===== config.mk =====
export PLATFORM = sky130hd
export DESIGN_NAME = max6675_sampler
export DESIGN_NICKNAME = d
export VERILOG_FILES = /design/src/rtl/max6675_sampler.sv
export SDC_FILE = /design/constraint.sdc
export NUM_CORES = 1
export LEC_CHECK = 0
export CORE_UTILIZATION = 40
export CTS_BUF_LIST = sky130_fd_sc_hd__clkbuf_8 sky130_fd_sc_hd__clkbuf_16
export CTS_CLUSTER_DIAMETER = 150
export CTS_CLUSTER_SIZE = 24
export DETAILED_ROUTE_END_ITERATION = 8
export DONT_BUFFER_PORTS = 1
export GPL_TIMING_DRIVEN = 1
export SYNTH_ARGS = -nofsm -noshare
export SYNTH_HDL_FRONTEND = slang
export SYNTH_SLANG_ARGS = --single-unit
export TNS_END_PERCENT = 5

===== constraint.sdc =====
create_clock -name clk -period 4.7 [get_ports clk]
set_input_delay 0.47 -clock clk [delete_from_list [all_inputs] [get_ports clk]]
set_output_delay 0.47 -clock clk [all_outputs]
set_load 0.01 [all_outputs]

===== src/rtl/max6675_sampler.sv =====
// max6675_sampler: periodic MAX6675 conversion scheduler with timeout, moving average and alarm.
// Define MAX6675_ALARM_EN to build the over-temperature alarm; otherwise alarm_high is tied low.
module max6675_sampler #(
    parameter int unsigned PERIOD_CYCLES  = 50000000,
    parameter int unsigned TIMEOUT_CYCLES = 5000000,
    parameter int unsigned AVG_LOG2       = 2
) (
    input  logic        clk,
    input  logic        reset_n,
    input  logic        enable,
    input  logic        dec_finish,
    input  logic        dec_idle,
    input  logic [15:0] dec_data,
    input  logic [11:0] setpoint_hi,
    input  logic [7:0]  hyst,
    output logic        dec_start,
    output logic [11:0] temp_raw,
    output logic [11:0] temp_avg,
    output logic        temp_valid,
    output logic        tc_open,
    output logic        timeout_err,
    output logic        alarm_high
);

    localparam int unsigned TEMP_W   = 12;
    localparam int unsigned DEPTH    = 1 << AVG_LOG2;
    localparam int unsigned SUM_W    = TEMP_W + AVG_LOG2;
    localparam int unsigned PTR_W    = (AVG_LOG2 > 0) ? AVG_LOG2 : 1;
    localparam int unsigned TO_W     = (TIMEOUT_CYCLES > 0) ? $clog2(TIMEOUT_CYCLES + 1) : 1;
    localparam int unsigned PER_W    = (PERIOD_CYCLES > 0) ? $clog2(PERIOD_CYCLES + 1) : 1;
    localparam int unsigned PER_LAST = (PERIOD_CYCLES > 0) ? PERIOD_CYCLES - 1 : 0;

    typedef enum logic [2:0] {
        IDLE,
        REQUEST,
        WAIT_FINISH,
        CAPTURE,
        UPDATE,
        WAIT_PERIOD
    } state_t;

    state_t              state_q;
    state_t              state_d;
    logic                timeout_hit_c;
    logic                per_done_c;
    logic                good_sample_c;
    logic [TEMP_W-1:0]   sample_c;
    logic [TO_W-1:0]     to_cnt_q;
    logic [PER_W-1:0]    per_cnt_q;
    logic [SUM_W-1:0]    sum_q;
    logic                filled_q;
    logic [PTR_W-1:0]    wr_ptr_q;
    logic [PTR_W-1:0]    wr_ptr_next_c;
    logic [TEMP_W-1:0]   avg_buf [DEPTH];

    assign sample_c      = dec_data[14:3];
    assign good_sample_c = (state_q == CAPTURE) && !dec_data[2];
    assign per_done_c    = (per_cnt_q >= PER_W'(PER_LAST));
    assign wr_ptr_next_c = (wr_ptr_q == PTR_W'(DEPTH - 1)) ? '0 : wr_ptr_q + PTR_W'(1);

    // Bits outside the temperature field and the open flag carry nothing we use
    logic unused_dec_bits;
    assign unused_dec_bits = ^{dec_data[15], dec_data[1:0]};

    // State register
    always_ff @(posedge clk or negedge reset_n) begin
        if (!reset_n) begin
            state_q <= IDLE;
        end else begin
            state_q <= state_d;
        end
    end

    // Next-state logic; a finish pulse on the expiry cycle wins over the timeout
    always_comb begin
        state_d       = state_q;
        timeout_hit_c = 1'b0;
        case (state_q)
            IDLE: begin
                if (enable && dec_idle) begin
                    state_d = REQUEST;
                end
            end
            REQUEST: begin
                if (!dec_idle) begin
                    state_d = WAIT_FINISH;
                end
            end
            WAIT_FINISH: begin
                if (dec_finish) begin
                    state_d = CAPTURE;
                end else if (to_cnt_q <= TO_W'(1)) begin
                    state_d       = WAIT_PERIOD;
                    timeout_hit_c = 1'b1;
                end
            end
            CAPTURE: begin
                state_d = dec_data[2] ? WAIT_PERIOD : UPDATE;
            end
            UPDATE: begin
                state_d = WAIT_PERIOD;
            end
            WAIT_PERIOD: begin
                if (!enable || per_done_c) begin
                    state_d = IDLE;
                end
            end
            default: begin
                state_d = IDLE;
            end
        endcase
    end

    // Request strobe follows the registered state so it falls with reset at once
    always_ff @(posedge clk or negedge reset_n) begin
        if (!reset_n) begin
            dec_start <= 1'b0;
        end else begin
            dec_start <= (state_d == REQUEST);
        end
    end

    // Timeout and period counters
    always_ff @(posedge clk or negedge reset_n) begin
        if (!reset_n) begin
            to_cnt_q  <= '0;
            per_cnt_q <= '0;
        end else begin
            if (state_q == REQUEST) begin
                to_cnt_q <= TO_W'(TIMEOUT_CYCLES);
            end else if ((state_q == WAIT_FINISH) && (to_cnt_q != '0)) begin
                to_cnt_q <= to_cnt_q - TO_W'(1);
            end

            if (state_q == WAIT_PERIOD) begin
                per_cnt_q <= per_cnt_q + PER_W'(1);
            end else begin
                per_cnt_q <= '0;
            end
        end
    end

    // Sample capture, running sum and averaged output
    always_ff @(posedge clk or negedge reset_n) begin
        if (!reset_n) begin
            temp_raw    <= '0;
            temp_avg    <= '0;
            temp_valid  <= 1'b0;
            tc_open     <= 1'b0;
            timeout_err <= 1'b0;
            sum_q       <= '0;
            filled_q    <= 1'b0;
            wr_ptr_q    <= '0;
        end else begin
            temp_valid <= 1'b0;

            if (timeout_hit_c) begin
                timeout_err <= 1'b1;
            end

            if (state_q == CAPTURE) begin
                tc_open <= dec_data[2];
            end

            if (good_sample_c) begin
                temp_raw    <= sample_c;
                timeout_err <= 1'b0;
                filled_q    <= 1'b1;
                wr_ptr_q    <= wr_ptr_next_c;
                if (filled_q) begin
                    sum_q <= sum_q + SUM_W'(sample_c) - SUM_W'(avg_buf[wr_ptr_q]);
                end else begin
                    sum_q <= SUM_W'(sample_c) << AVG_LOG2;
                end
            end

            if (state_q == UPDATE) begin
                temp_avg   <= TEMP_W'(sum_q >> AVG_LOG2);
                temp_valid <= 1'b1;
            end
        end
    end

    // Averaging window; the first sample after reset seeds every entry
    always_ff @(posedge clk) begin
        if (good_sample_c) begin
            if (!filled_q) begin
                for (int i = 0; i < int'(DEPTH); i++) begin
                    avg_buf[i] <= sample_c;
                end
            end else begin
                avg_buf[wr_ptr_q] <= sample_c;
            end
        end
    end

`ifdef MAX6675_ALARM_EN
    logic [TEMP_W-1:0] clr_thr_c;

    // Clear threshold saturates at zero when hysteresis exceeds the setpoint
    assign clr_thr_c = (setpoint_hi >= TEMP_W'(hyst)) ? setpoint_hi - TEMP_W'(hyst) : '0;

    // Evaluated on the edge after temp_avg updates
    always_ff @(posedge clk or negedge reset_n) begin
        if (!reset_n) begin
            alarm_high <= 1'b0;
        end else if (temp_valid) begin
            if (temp_avg >= setpoint_hi) begin
                alarm_high <= 1'b1;
            end else if (temp_avg < clr_thr_c) begin
                alarm_high <= 1'b0;
            end
        end
    end
`else
    logic unused_alarm_cfg;
    assign unused_alarm_cfg = ^{setpoint_hi, hyst};
    assign alarm_high       = 1'b0;
`endif

endmodule

# ---- Yosys cells after proc, flatten, opt, wreduce, memory -nomap -nowiden
# Memory sizes are Yosys's and may differ from the RTL's.
# Index checks and enable logic that the tools add are counted.
dict set report totals {
  regBits 97
  mem_bits_rw 48
  output_inout_bits 29
  wordCells 65
  mem_count 1
}
# memory depth word_bits rd rd_ports_with_merged_regs write_ports line
set memory_table {}
lappend memory_table {avg_buf 4 12 1 0 4 54} ;# logic [TEMP_W-1:0] avg_buf [DEPTH];
dict set report op_classes {
  add_sub_neg 5
  magnitude_cmp 2
  n_eq_ne 7
  muxes 27
  n_reduce_logical 11
}
# operator n
set op_table {}
lappend op_table {{2-to-1 mux 23 bit} 2}
lappend op_table {{adder 26 x 1 -> 26 bit (second input constant)} 1}
lappend op_table {{greater-or-equal comparator 26 bit (second input constant)} 1}
lappend op_table {{2-to-1 mux 26 bit} 1}
lappend op_table {{<= comparator 23 x 1 -> 1 bit (second input constant)} 1}
lappend op_table {{nonzero test 23 bit} 1}
lappend op_table {{subtractor 23 x 1 -> 23 bit (second input constant)} 1}
lappend op_table {{one-hot mux 3 bit (6 select lines)} 1}
lappend op_table {{2-to-1 mux 3 bit} 5}
lappend op_table {{adder 14 x 12 -> 14 bit} 1}
lappend op_table {{2-to-1 mux 1 bit} 14}
lappend op_table {{2-to-1 mux 14 bit} 1}
lappend op_table {{subtractor 14 x 12 -> 14 bit} 1}
lappend op_table {{2-to-1 mux 12 bit} 1}
lappend op_table {{OR reduction 12 bit} 1}
lappend op_table {{== test 3 x 1 -> 1 bit (second input constant)} 2}
lappend op_table {{== test 3 x 2 -> 1 bit (second input constant)} 2}
lappend op_table {{== test 3 bit (second input constant)} 2}
lappend op_table {{2-to-1 mux 2 bit} 2}
lappend op_table {{nonzero test 2 bit} 2}
lappend op_table {{logical AND 1 bit} 3}
lappend op_table {{zero test 3 bit} 1}
lappend op_table {{adder 2 x 1 -> 2 bit (second input constant)} 1}
lappend op_table {{== test 2 bit (second input constant)} 1}
lappend op_table {{other kinds (2)} 3}

# ---- Depth between registers and ports, before layout
dict set report depth {
  depth_word 6
  depth_mapped 12
  mapped_depth_nobuf 11
}

# ---- Worst setup path before layout
# No wires, ideal clock.
dict set report synth_timing {
  kind {reg2reg}
  start {register wr_ptr_q[0]}
  end {register sum_q[13]}
  setup_ps 116
  t_arrival_ps 3832
  setup_slack_ps 752
  stages_incl_launch_ff 13
  synth_period_minus_slack_ps 3948
  path_cell_list {dfrtp_1 > clkbuf_1 > clkbuf_1 > mux4_2 > fa_1 > inv_1 > ha_1 > a21oi_1 > o21bai_1 > a2111oi_0 > o2111ai_1 > and3_1 > o311ai_0}
}
dict set report synth_between {
  elab_chain_len 3
}
# item line
set synth_rtl {}
lappend synth_rtl {{start, declared} 52} ;# logic [PTR_W-1:0] wr_ptr_q;
lappend synth_rtl {{start signal, assigned} 169} ;# wr_ptr_q <= wr_ptr_next_c;
lappend synth_rtl {{memory (4 x 12 bit)} n/a}
lappend synth_rtl {{subtractor 14 x 12 -> 14 bit} 171} ;# sum_q <= sum_q + SUM_W'(sample_c) - SUM_W'(avg_buf[wr_ptr_q]);
lappend synth_rtl {{2-to-1 mux 14 bit} 170} ;# if (filled_q) begin
lappend synth_rtl {{end signal, assigned} 171}
lappend synth_rtl {{end signal, assigned} 173} ;# sum_q <= SUM_W'(sample_c) << AVG_LOG2;
lappend synth_rtl {{end, declared} 50} ;# logic [SUM_W-1:0] sum_q;
# Every way passes these cells.
# A chain may end at the register's enable or synchronous reset.

# ---- Worst setup path after layout
# Ends and elaborated chain as after synthesis.

==> reports/metrics.yaml <==
min_period_ns: 3.97
num_io_pins: 70
dp_hpwl_um: 9700
setup_violations: 0
cp-start-kind: "flop"
die_w_um: 137
fin_crit_sh_pct: 84.4
grt_start_max_net_pins: 98
clock_skew_ns: 0.00813
cp.depth: 11
rsz0062_at_grt: "false"
rows: 48
area_growth_pct: 12.0
netlist-cell-type-count: 64
path_cells: "mux4_2 > fa_1 > inv_1 > ha_1 > a211oi_1 > o21ai_0 > a2111oi_0 > buf_4 > o2111ai_1 > and3_1 > o311ai_0"
postSynthAreaPerCell_um2: 11.3
crit_end: "sum_q[13]$_DFFE_PN0P_"
worstSetupStartpoint: "wr_ptr_q[0]$_DFFE_PN0P_"
slowest_stage: "dfrtp_1"
ys_warn_count: 0
whs_path_depth: 0
synth_cells: 641
r2r-start: "wr_ptr_q[0]$_DFFE_PN0P_"
syn-num-nets: 713
fin_tns_setup_ns: 0
drv_cap: 0
ant_nets: 0
gr-total-overflow: 0
die_y_um: 137
vdd_drop_max_mv: 0.305
outcome: "finished, final reports clean"
relSlewSlack_pct: 24.0
cts_root_buf: "clkbuf_16"
async_reset_ff_share_pct: 66.9
worstSetupPathType: "reg2reg"
regToRegEndpoint: "sum_q[13]$_DFFE_PN0P_"
layout_commonest_cell: "dfrtp_1"
synth_edf_count: 48
clk_pin_slew_worst_paths_ns: 0.07
grt_usage_pct: 17.1
ff2ff_setup_slack_ns: 0.73
hold_class: "in2reg"
antenna_cells: 0
cp.arrival_ns: 4.27
synth_seq_area_share_pct: 53.3
synth_ff_type: "dfrtp_1"
clkSinkCount: 145
cts_resized: 0
drc: 0
synth_seq_cells: 145
viasPerCell: 5.30
tritoncts: "done"
io_buffer_count: 0
start_util_pct: 41.5
gp_congestion: 0.783
hp-start: "dec_data[5]"
crit_fanout: 8
drtIter0Drc: 209
wire_per_inst_um: 16.1
worstSetupEndpointType: "flop"
clk_latency_ns: 0.42
slew_violations: 0
reg2regPathDepth: 11
layout.nets: 718
htreeDepth: 4
clk_path_buf_depth: 2
cpPeakStageDelay_ns: 0.65
die-area_mm2: 0.0187
first_global_vias: 4901
power_density_mw_per_mm2: 634
antenna_found_initial: 0
required_ns: 5.00
wl_um: 14300
vias: 4683
finalPower_mw: 5.15
most-common-layout-cells: "97 x dfrtp_1, 60 x inv_1, 50 x nand2_1"
drt_pass1_iterations: 6
coreArea_mm2: 0.0175
synthesis.area_mm2: 0.00726
hold_viol: 0
grt_pass1_wl_um: 24400
critPathBufInv: 2
p_leak_nw: 3.31
cts_buffers: 17
max_freq_mhz: 252
worstMarginPinSlew_ns: 1.14
drive_above_1_share_pct: 12.6
crit_family: "compound AO/OA/AOI/OAI gates"
==> kinds of logic (layout without fill, tap and decap cells) <==
kind of cell	after synthesis	count (layout)	share of synthesized area, %
simple gates	204	204	14.8
flops	145	145	53.3
compound gates	109	109	9.62
buf+inv	82	100	4.41
xor+xnor	38	38	4.59
fa+ha+maj	31	31	6.59
mux	31	31	6.62
other cells	1	1	0.0517
==> where the power goes <==
group	internal (mW)	leakage (nW)	switching, mW	total, mW
clock network	0.788	0.288	0.552	1.34
registers	1.54	1.66	0.267	1.80
logic	0.895	1.37	1.11	2.00
total	3.22	3.31	1.93	5.15
==> metrics by stage <==
stage	instances	instance area (µm²)	hold WS, ns	worst slack (ns)	util (%)
6_report	884	8120	0.139	0.731	46.5
5_1_grt	884	8120	0.112	0.449	46.5
4_1_cts	884	8120	0.121	0.710	46.5
3_5_place_dp	850	7500	0.177	0.747	42.9
3_3_place_gp	850	7500	0.177	0.775	42.9
2_1_floorplan	641	7260	0.174	0.752	-
==> state kept, by name, summed over array words and instances (netlist names) <==
register     count
avg_buf         48
per_cnt_q       26
to_cnt_q        23
sum_q           14
temp_avg        12
temp_raw        12
state_q          3
wr_ptr_q         2
dec_start        1
filled_q         1
tc_open          1
temp_valid       1
timeout_err      1
==> layer usage <==
| layer | global-route usage (%) | share of wire, % | vias to the layer above |
|---|---|---|---|
| li1 | - | - | 2270 |
| met1 | 22.0 | 46 | 2319 |
| met2 | 27.8 | 48 | 79 |
| met3 | 4.41 | 4.2 | 15 |
| met4 | 6.05 | 1.3 | 0 |
| met5 | 0 | 0 | - |
==> synth_stat cells, types with 3 or more instances <==
cell type / instances / area (µm²)
and2_1: 4 / 25.0
nor4_1: 4 / 25.0
or3_1: 7 / 43.8
mux2_2: 16 / 180
and3_1: 8 / 50.1
nand2_1: 50 / 188
mux2i_1: 3 / 30.0
xor2_1: 15 / 131
xnor2_1: 23 / 201
a211oi_1: 4 / 30.0
o31ai_1: 3 / 22.5
nand4_1: 8 / 50.1
nor3_1: 20 / 100
a21oi_1: 29 / 145
o21bai_1: 4 / 30.0
a211o_1: 4 / 35.0
nand3b_1: 7 / 52.6
nor2_1: 45 / 169
ha_1: 19 / 238
nand2b_1: 7 / 43.8
edfxtp_1: 48 / 1440
o21ai_0: 38 / 190
o211ai_1: 3 / 22.5
mux4_2: 12 / 270
inv_1: 58 / 218
clkbuf_1: 19 / 71.3
a21o_1: 6 / 45.0
nand3_1: 22 / 110
fa_1: 12 / 240
dfrtp_1: 97 / 2430
==> final cells by class <==
type                    count  area, µm²
flip-flops and latches    145       3870
clock inverters            15        158
repair buffers             10       97.6
clock buffers              17        425
inverters                  58        218
well taps                 225        282
multi-input cells         414       3070
fillers                  1561       9350
==> worst min-delay path by stage <==
stage	endpoint
floorplan	dec_start$_DFF_PN0_
global placement	to_cnt_q[9]$_DFFE_PN0P_
detailed placement	to_cnt_q[9]$_DFFE_PN0P_
CTS	avg_buf[1][2]$_DFFE_PP_
global route	avg_buf[1][2]$_DFFE_PP_
finish	avg_buf[1][2]$_DFFE_PP_
==> what timing repair did <==
action                    in CTS  in global routing
buffers inserted               0                  0
hold buffers                   2                  0
hold endpoints to repair      97                  0
==> worst reg2reg max path, cell delays in order (launching register included) <==
cell and delay (ns):
dfrtp_1 0.65, mux4_2 0.62, fa_1 0.51, inv_1 0.07
ha_1 0.31, a211oi_1 0.39, o21ai_0 0.28, a2111oi_0 0.42
buf_4 0.19, o2111ai_1 0.11, and3_1 0.21, o311ai_0 0.09
Power figures use the tool's default switching activity.
